==> config.mk <==
export PLATFORM = sky130hd
export DESIGN_NAME = fifo_uart_tx
export DESIGN_NICKNAME = d
export VERILOG_FILES = /design/src/rtl/fifo_uart_pkg.sv /design/src/rtl/uart_baud_cnt.sv /design/src/rtl/fifo_uart_tx.sv
export SDC_FILE = /design/constraint.sdc
export NUM_CORES = 1
export LEC_CHECK = 0
export ABC_AREA = 1
export CORE_MARGIN = 3
export CORE_UTILIZATION = 41
export CTS_BUF_LIST = sky130_fd_sc_hd__clkbuf_16
export DETAILED_ROUTE_END_ITERATION = 8
export PLACE_DENSITY = 0.66
export SLEW_MARGIN = 20
export SYNTH_ARGS = -nofsm -noshare
export SYNTH_HDL_FRONTEND = slang
export SYNTH_HIERARCHICAL = 1
export SYNTH_SLANG_ARGS = --single-unit
==> constraint.sdc <==
create_clock -name clk -period 2.6 [get_ports clk]
set_input_delay 0.52 -clock clk [delete_from_list [all_inputs] [get_ports clk]]
set_output_delay 0.52 -clock clk [all_outputs]
set_load 0.02 [all_outputs]
==> src/rtl/fifo_uart_pkg.sv <==
// Shared state encoding and line constants for the FIFO-fed UART transmitter.
package fifo_uart_pkg;

  typedef enum logic [2:0] {IDLE, START, DATA, PARITY, STOP} tx_state_t;

  localparam logic IDLE_LEVEL = 1'b1;

endpackage

==> src/rtl/uart_baud_cnt.sv <==
// Bit-period counter: bit_end marks the last clk of each serial bit; restart re-aligns to a new frame.
// Single-cycle registered count, no backpressure.
module uart_baud_cnt #(
  parameter int CLKS_PER_BIT = 16
) (
  input  logic clk,
  input  logic clrn,
  input  logic restart,
  output logic bit_end
);

  localparam int CW = (CLKS_PER_BIT > 1) ? $clog2(CLKS_PER_BIT) : 1;
  localparam logic [CW-1:0] LAST_CNT = CW'(CLKS_PER_BIT - 1);

  logic [CW-1:0] clk_cnt_q, clk_cnt_d;

  assign bit_end = (clk_cnt_q == LAST_CNT);

  always_comb begin
    clk_cnt_d = clk_cnt_q + 1'b1;
    if (restart || bit_end) clk_cnt_d = '0;
  end

  always_ff @(posedge clk or negedge clrn) begin
    if (!clrn) clk_cnt_q <= '0;
    else       clk_cnt_q <= clk_cnt_d;
  end

endmodule

==> src/rtl/fifo_uart_tx.sv <==
// Drains a show-ahead byte FIFO into 8N1 frames (8E1 with UART_TX_PARITY_EN); pop is a Mealy strobe,
// txd/busy registered; frames run back-to-back while fifo_ready stays high, otherwise idles high.
module fifo_uart_tx
  import fifo_uart_pkg::*;
#(
  parameter int CLKS_PER_BIT = 16,
  parameter int DATA_W       = 8
) (
  input  logic              clk,
  input  logic              clrn,
  input  logic              fifo_ready,
  input  logic [DATA_W-1:0] fifo_data,
  output logic              fifo_read,
  output logic              txd,
  output logic              busy
);

  localparam int BW = (DATA_W > 1) ? $clog2(DATA_W) : 1;
  localparam logic [BW-1:0] LAST_BIT = BW'(DATA_W - 1);

  tx_state_t         state_q, state_d;
  logic [DATA_W-1:0] shift_q, shift_d;
  logic [BW-1:0]     bit_cnt_q, bit_cnt_d;
  logic              txd_q, txd_d;
  logic              busy_q, busy_d;
  logic              bit_end;
`ifdef UART_TX_PARITY_EN
  logic              par_q, par_d;
`endif

  uart_baud_cnt #(.CLKS_PER_BIT(CLKS_PER_BIT)) u_baud (
    .clk     (clk),
    .clrn    (clrn),
    .restart (fifo_read),
    .bit_end (bit_end)
  );

  always_comb begin
    state_d   = state_q;
    shift_d   = shift_q;
    bit_cnt_d = bit_cnt_q;
`ifdef UART_TX_PARITY_EN
    par_d     = par_q;
`endif
    // Gated by clrn so a queued byte is never popped while held in reset.
    fifo_read = clrn && fifo_ready && (state_q == IDLE || (state_q == STOP && bit_end));

    case (state_q)
      IDLE: ;
      START: begin
        bit_cnt_d = '0;
        if (bit_end) state_d = DATA;
      end
      DATA: begin
        if (bit_end) begin
          shift_d = shift_q >> 1;
          if (bit_cnt_q == LAST_BIT) begin
            bit_cnt_d = '0;
`ifdef UART_TX_PARITY_EN
            state_d   = PARITY;
`else
            state_d   = STOP;
`endif
          end else begin
            bit_cnt_d = bit_cnt_q + 1'b1;
          end
        end
      end
`ifdef UART_TX_PARITY_EN
      PARITY: if (bit_end) state_d = STOP;
`endif
      STOP: if (bit_end) state_d = IDLE;
      default: state_d = IDLE;
    endcase

    // A pop overrides STOP->IDLE, giving the zero-gap back-to-back frame.
    if (fifo_read) begin
      state_d = START;
      shift_d = fifo_data;
`ifdef UART_TX_PARITY_EN
      par_d   = ^fifo_data;
`endif
    end

    case (state_d)
      START:   txd_d = 1'b0;
      DATA:    txd_d = shift_d[0];
`ifdef UART_TX_PARITY_EN
      PARITY:  txd_d = par_d;
`endif
      default: txd_d = IDLE_LEVEL;
    endcase
    busy_d = (state_d != IDLE);
  end

  always_ff @(posedge clk or negedge clrn) begin
    if (!clrn) begin
      state_q   <= IDLE;
      shift_q   <= '0;
      bit_cnt_q <= '0;
      txd_q     <= IDLE_LEVEL;
      busy_q    <= 1'b0;
`ifdef UART_TX_PARITY_EN
      par_q     <= 1'b0;
`endif
    end else begin
      state_q   <= state_d;
      shift_q   <= shift_d;
      bit_cnt_q <= bit_cnt_d;
      txd_q     <= txd_d;
      busy_q    <= busy_d;
`ifdef UART_TX_PARITY_EN
      par_q     <= par_d;
`endif
    end
  end

  assign txd  = txd_q;
  assign busy = busy_q;

endmodule

==> results of run 1 <==
[synth_stat cells, drive strengths merged]
| master | count | area share |
|---|---|---|
| o21bai | 1 | 0.019 |
| nor3 | 4 | 0.020 |
| ha | 3 | 0.038 |
| nor3b | 1 | 0.0075 |
| buf | 1 | 0.0075 |
| nand4 | 2 | 0.013 |
| nand3 | 15 | 0.093 |
| a21oi | 5 | 0.025 |
| nand2 | 30 | 0.12 |
| o21ai | 6 | 0.034 |
| o21a | 1 | 0.0075 |
| nor2 | 10 | 0.048 |
| inv | 15 | 0.062 |
| dfstp | 1 | 0.026 |
| dfrtp | 19 | 0.48 |
[final timing paths]
path,startpoint,endpoint,slack (ns),cells past startpoint
worst max-delay path,u_baud/clk_cnt_q[0]$_DFF_PN0_,fifo_read,0.41,8
worst min-delay path,u_baud/clk_cnt_q[0]$_DFF_PN0_,u_baud/clk_cnt_q[0]$_DFF_PN0_,0.49,1
worst max register to register,u_baud/clk_cnt_q[0]$_DFF_PN0_,u_baud/clk_cnt_q[0]$_DFF_PN0_,0.91,10
worst min register to register,u_baud/clk_cnt_q[0]$_DFF_PN0_,u_baud/clk_cnt_q[0]$_DFF_PN0_,0.49,1
max in group asynchronous,clrn,txd$_DFF_PN1_,1.66,2
min in group asynchronous,clrn,u_baud/clk_cnt_q[2]$_DFF_PN0_,0.67,2
[cell type report]
class / instances / area [um2] / share of cell area
sequential: 20 / 502 / 0.398
multi-input combinational: 78 / 428 / 0.340
timing repair buffer: 16 / 155 / 0.123
clock buffer: 3 / 75.1 / 0.0596
inverter: 15 / 61.3 / 0.0487
tap: 28 / 35.0 / 0.0278
clock inverter: 1 / 3.75 / 0.00298
[state kept, by name, summed over array words and instances (netlist names)]
signal / flops
bit_cnt_q: 3
busy: 1
shift_q: 8
state_q: 3
txd: 1
u_baud/clk_cnt_q: 4
[report_power, final]
group	leakage, uW	switching, uW	internal [uW]
clock	0.0000423	107	204
combinational	0.000346	9.21	14.5
sequential	0.000251	0	312
[critical path: stages (launching register included)]
cell,delay (ns)
sky130_fd_sc_hd__dfrtp_1,0.39
sky130_fd_sc_hd__ha_1,0.20
sky130_fd_sc_hd__nand2_2,0.10
sky130_fd_sc_hd__nor2_2,0.17
sky130_fd_sc_hd__inv_4,0.08
sky130_fd_sc_hd__nand2_2,0.08
sky130_fd_sc_hd__nand3_4,0.12
sky130_fd_sc_hd__inv_4,0.08
sky130_fd_sc_hd__dlymetal6s2s_1,0.22
[logic make-up (layout without fill, tap and decap cells)]
| group | count (synthesis) | count (layout) | synth area share |
|---|---|---|---|
| adder cells (fa/ha/maj) | 3 | 3 | 0.0377 |
| buffers and inverters | 16 | 35 | 0.0691 |
| AND/OR/NAND/NOR | 62 | 62 | 0.304 |
| AO/OA/AOI/OAI | 13 | 13 | 0.0854 |
| flip-flops | 20 | 20 | 0.504 |
[per-layer routing]
metal,GRT usage,up-vias,wire length (um)
li1,-,408,-
met1,0.189,377,920
met2,0.231,16,931
met3,0.0280,2,69
met4,0.0590,0,16
met5,0,-,0
[timing repair]
| item | 4_1_cts | 5_1_grt |
|---|---|---|
| hold endpoints to repair | 0 | 0 |
| setup endpoints to repair | 1 | 1 |
| gates resized for setup | 1 | 1 |
[through the flow]
step | total power [uW] | worst slack (ns) | util | cell area, um2 | cells
4_1_cts | 651 | 0.0308 | 0.558 | 1260 | 161
3_3_place_gp | 341 | 0.144 | 0.522 | 1180 | 157
2_1_floorplan | 318 | 0.851 | - | 996 | 114
5_1_grt | 669 | 0.281 | 0.559 | 1260 | 161
6_report | 647 | 0.413 | 0.559 | 1260 | 161
3_5_place_dp | 341 | 0.140 | 0.522 | 1180 | 157
==> run_results.csv, run 1 <==
group,metric,value,unit
timing,fin_setup_tns,0,ns
timing,timing.final.crit_period,2.19,ns
worst_setup_path,worst-endpoint-required,2.08,ns
power_and_ir_drop,vdd_ir_drop_max,0.367,mV
floorplan,die_h,55.3,um
floorplan,starting_density,0.442,
yosys,synth.yosys.seq_area_share,0.504,
grt,maximum_number_of_pins_on_one_net_before_global_route_repair,21,
timing,timing_hold_violations_final,0,
yosys,number_of_nets_in_the_synthesized_netlist,128,
clock_network,max-clock-path-buffers,2,
yosys,synth.ff_latch_count,20,
worst_setup_path,worst_ep_arrival_time,1.67,ns
place,gpl.final_weighted_congestion,0.756,
finish,synthToLayoutAreaGrowth,26.5,%
grt,first_pass_grt_wire_length,3590,um
routing,routedWlPerCell,12.0,um
yosys,synthesis.instances,114,
place,place.port_buffers,13,
grt,grt_pass1_vias,843,
yosys,yosys.cell_types.count,23,
worst_setup_path,critPathMaxFanout,7,
routing,drt-total-wl,1940,um
routing,drt-pass1-iter-count,4,
floorplan,core-area,2250,um2
clock_network,cts_buffers,3,
floorplan,io_pins,14,
power_and_ir_drop,power_leakage,0.000639,uW
timing,setup_viol_count_final,0,
grt,antenna_found_initial,0,
timing,fin_crit_sh,0.841,
clock_network,cts_sinks,20,
grt,grt_overflow_total,0,
clock_network,clock_transition_at_the_register_clock_pins_on_the_worst_setup_and_hold_paths_after_cts,0.06,ns
status,run_status,"completed",
finish,insertedDiodeCount,0,
clock_network,cts_tree,"built",
power_and_ir_drop,power.density_cell_area,514,nW/um2
floorplan,dieWidth,55.3,um
clock_network,buffers_inserted_during_post_cts_setup_optimization,0,
clock_network,cts_root_buf,"sky130_fd_sc_hd__clkbuf_16",
hold_path,hold_path.class,"reg2reg",
clock_network,clock_latency,0.25,ns
timing,finalClockSkew,0.00358,ns
job,drv_cap,0,
yosys,synth.cell_area,996,um2
timing,worst_slew_slack_as_a_fraction_of_its_limit,0.825,
finish,layout_common_cells,"26 x sky130_fd_sc_hd__nand2_1, 19 x sky130_fd_sc_hd__dfrtp_1, 13 x sky130_fd_sc_hd__nand3_1",
finish,final_layout_size_suffix_gt1_frac,0.165,
floorplan,std_cell_rows,17,
timing,grt_setup_unrepaired,"false",
worst_setup_path,critPathCaptureType,"output pin",
finish,final_layout_fill_cell_count,221,
finish,mostFrequentLayoutCell,"sky130_fd_sc_hd__nand2_1",
finish,layout.nets,148,
routing,vias_per_cell,4.99,
timing,final-max-slew-violation-count,0,
yosys,synthesis.yosys.warnings,6,
timing,worst_hold_slack,0.494,ns
timing,tightest_slew,0.261,ns
worst_setup_path,crit_type,"reg2out",
floorplan,die-area,3060,um2
worst_setup_path,start_kind,"register",
yosys,synth.avg_cell_area,8.74,um2
timing,clock.fmax,0.457,GHz
routing,dr.first_iter.drc_count,7,
routing,dr_total_vias,803,
place,dpl.hpwl,1440,um
routing,drc,0,
clock_network,holdBufCountCts,0,
clock_network,htreeDepth,1,
grt,globalRouteTotalUtil,0.144,
routing,route.antenna.remaining_nets,0,
Power figures use the tool's default switching activity.
==> inputs of run 2 (changes only) <==
--- a/config.mk
+++ b/config.mk
@@ -10,7 +10,7 @@
 export CORE_UTILIZATION = 41
 export CTS_BUF_LIST = sky130_fd_sc_hd__clkbuf_16
 export DETAILED_ROUTE_END_ITERATION = 8
-export PLACE_DENSITY = 0.66
+export PLACE_DENSITY = 0.68
 export SLEW_MARGIN = 20
 export SYNTH_ARGS = -nofsm -noshare
 export SYNTH_HDL_FRONTEND = slang
==> constraint.sdc (replaced) <==
create_clock -name clk -period 1.8 [get_ports clk]
set_input_delay 0.36 -clock clk [delete_from_list [all_inputs] [get_ports clk]]
set_output_delay 0.36 -clock clk [all_outputs]
set_load 0.02 [all_outputs]
==> run 2 against run 1 <==
Against the previous run: via count rose by 6.0%; combinational power rose by 44%; first-iteration DRC count fell by 29%; non-clock buffer count rose by 13; sequential share of layout area decreased by 3.4 points; register-to-register slack lost 0.60 ns; flip-flop and latch count stayed put; wire length grew 7.9%; critical path type unchanged; largest power group is now the clock network.
==> run_results.csv, run 2 (synthesis results as in run 1) <==
group,metric,value,unit
finish,synthToLayoutAreaGrowth,38.4,%
worst_setup_path,start_kind,"register",
worst_setup_path,worst-endpoint-required,1.44,ns
clock_network,htreeDepth,1,
clock_network,cts_tree,"built",
grt,globalRouteTotalUtil,0.149,
status,run_status,"completed",
finish,layout_common_cells,"26 x sky130_fd_sc_hd__nand2_1, 19 x sky130_fd_sc_hd__dfrtp_1, 16 x sky130_fd_sc_hd__buf_4",
finish,largest_register_ffs,8,
power_and_ir_drop,power.density_cell_area,687,nW/um2
floorplan,core-area,2250,um2
clock_network,max-clock-path-buffers,2,
routing,wl_met3,86,um
clock_network,clock_transition_at_the_register_clock_pins_on_the_worst_setup_and_hold_paths_after_cts,0.06,ns
power_and_ir_drop,vdd_ir_drop_max,0.510,mV
place,gpl.final_weighted_congestion,0.755,
place,placed_cells_incl_taps,168,
job,drv_cap,0,
place,dpl.hpwl,1570,um
worst_setup_path,critPathCaptureType,"output pin",
routing,highest-signal-layer,"met4",
clock_network,cts_sinks,20,
finish,insertedDiodeCount,0,
timing,setup_viol_count_final,0,
floorplan,dieWidth,55.3,um
finish,largest-register,"shift_q",
finish,layout.nets,161,
hold_path,hold_path.class,"in2async",
routing,dr.first_iter.drc_count,5,
clock_network,clock_latency,0.25,ns
finish,final_cell_area,1380,um2
clock_network,cts_root_buf,"sky130_fd_sc_hd__clkbuf_16",
finish,layoutNonFillerInstCount,174,
place,place.port_buffers,13,
timing,finalClockSkew,0.00247,ns
timing,timing_hold_violations_final,0,
routing,routedLengthMet1,964,um
clock_network,cts_buffers,3,
timing,final-max-slew-violation-count,0,
worst_setup_path,crit_type,"reg2out",
floorplan,starting_density,0.442,
power_and_ir_drop,power_leakage,0.000699,uW
grt,first_pass_grt_wire_length,3620,um
timing,worst_slew_slack_as_a_fraction_of_its_limit,0.832,
power_and_ir_drop,total_power,947,uW
routing,vias_per_cell,4.89,
timing,clock.fmax,0.576,GHz
routing,drt-pass1-iter-count,5,
floorplan,io_pins,14,
finish,mostFrequentLayoutCell,"sky130_fd_sc_hd__nand2_1",
clock_network,holdBufCountCts,0,
floorplan,die-area,3060,um2
routing,routed-wl-met2,967,um
timing,tightest_slew,0.252,ns
floorplan,std_cell_rows,17,
place,area_of_placed_instances,1260,um2
timing,fin_crit_sh,0.965,
finish,registers_with_the_highest_flip_flop_counts,"shift_q x8, u_baud/clk_cnt_q x4",
timing,timing.final.crit_period,1.74,ns
routing,routedWlPerCell,12.0,um
timing,fin_setup_tns,0,ns
grt,grt_overflow_total,0,
grt,maximum_number_of_pins_on_one_net_before_global_route_repair,21,
grt,grt_pass1_vias,838,
routing,drc,0,
worst_setup_path,critPathMaxFanout,2,
routing,route.antenna.remaining_nets,0,
grt,antenna_found_initial,0,
finish,final_layout_size_suffix_gt1_frac,0.253,
worst_setup_path,worst_ep_arrival_time,1.38,ns
floorplan,die_h,55.3,um
routing,drt-total-wl,2090,um
routing,dr_total_vias,851,
-- run 2: cell count changes in the layout (fill, tap and decap cells not counted), sizes merged --
cell	previous run	this run
inv	16	15
buf	3	17
dlymetal6s2s	1	0
clkinv	0	1
-- run 2: cell type report --
| class | instances | area (um2) |
|---|---|---|
| fill | 213 | 876 |
| sequential | 20 | 502 |
| multi-input combinational | 78 | 450 |
| timing repair buffer | 29 | 251 |
| clock buffer | 3 | 75.1 |
| inverter | 15 | 61.3 |
| tap | 28 | 35.0 |
| clock inverter | 1 | 3.75 |
-- run 2: metal layers --
metal  track usage  up-vias
met4        0.0868        0
met5             0        -
met2         0.231       17
met3        0.0304        7
li1              -      436
met1         0.192      391
-- run 2: what timing repair did --
item	in CTS	in global routing
gates cloned	0	0
buffers inserted	0	2
gates resized for setup	6	5
pin swaps	0	3
setup endpoints to repair	1	1
-- run 2: worst paths after layout --
check                                              start                  endpoint  slack [ns]  cells after the start
max                        u_baud/clk_cnt_q[1]$_DFF_PN0_                 fifo_read        0.06                      8
min                                                 clrn  bit_cnt_q[1]$_DFFE_PN0P_        0.51                      2
max reg2reg                u_baud/clk_cnt_q[1]$_DFF_PN0_            busy$_DFF_PN0_        0.31                      9
min reg2reg                     bit_cnt_q[2]$_DFFE_PN0P_  bit_cnt_q[2]$_DFFE_PN0P_        0.53                      2
max in group asynchronous                           clrn             txd$_DFF_PN1_        1.03                      2
min in group clk                bit_cnt_q[2]$_DFFE_PN0P_  bit_cnt_q[2]$_DFFE_PN0P_        0.53                      2
-- run 2: worst max-delay path, stage by stage (launching register included) --
cell	delay, ns
sky130_fd_sc_hd__dfrtp_1	0.40
sky130_fd_sc_hd__ha_4	0.17
sky130_fd_sc_hd__nand2_4	0.05
sky130_fd_sc_hd__nor2_4	0.15
sky130_fd_sc_hd__inv_4	0.04
sky130_fd_sc_hd__nand2_2	0.07
sky130_fd_sc_hd__nand3_4	0.08
sky130_fd_sc_hd__inv_4	0.06
sky130_fd_sc_hd__buf_6	0.10
-- run 2: through the flow --
step                       util  worst slack, ns  hold slack (ns)
final                     0.612           0.0637            0.506
after global routing      0.612         -0.00940            0.531
after CTS                 0.594           0.0377            0.519
after detailed placement  0.558           -0.285            0.512
after global placement    0.558           -0.294            0.495
after floorplan               -            0.211           0.0644
-- run 2: power by group --
group	leakage (uW)	total (uW)	internal (uW)	switching (uW)
logic	0.000410	34.2	20.9	13.3
clock network	0.0000385	463	296	167
registers	0.000251	450	450	0
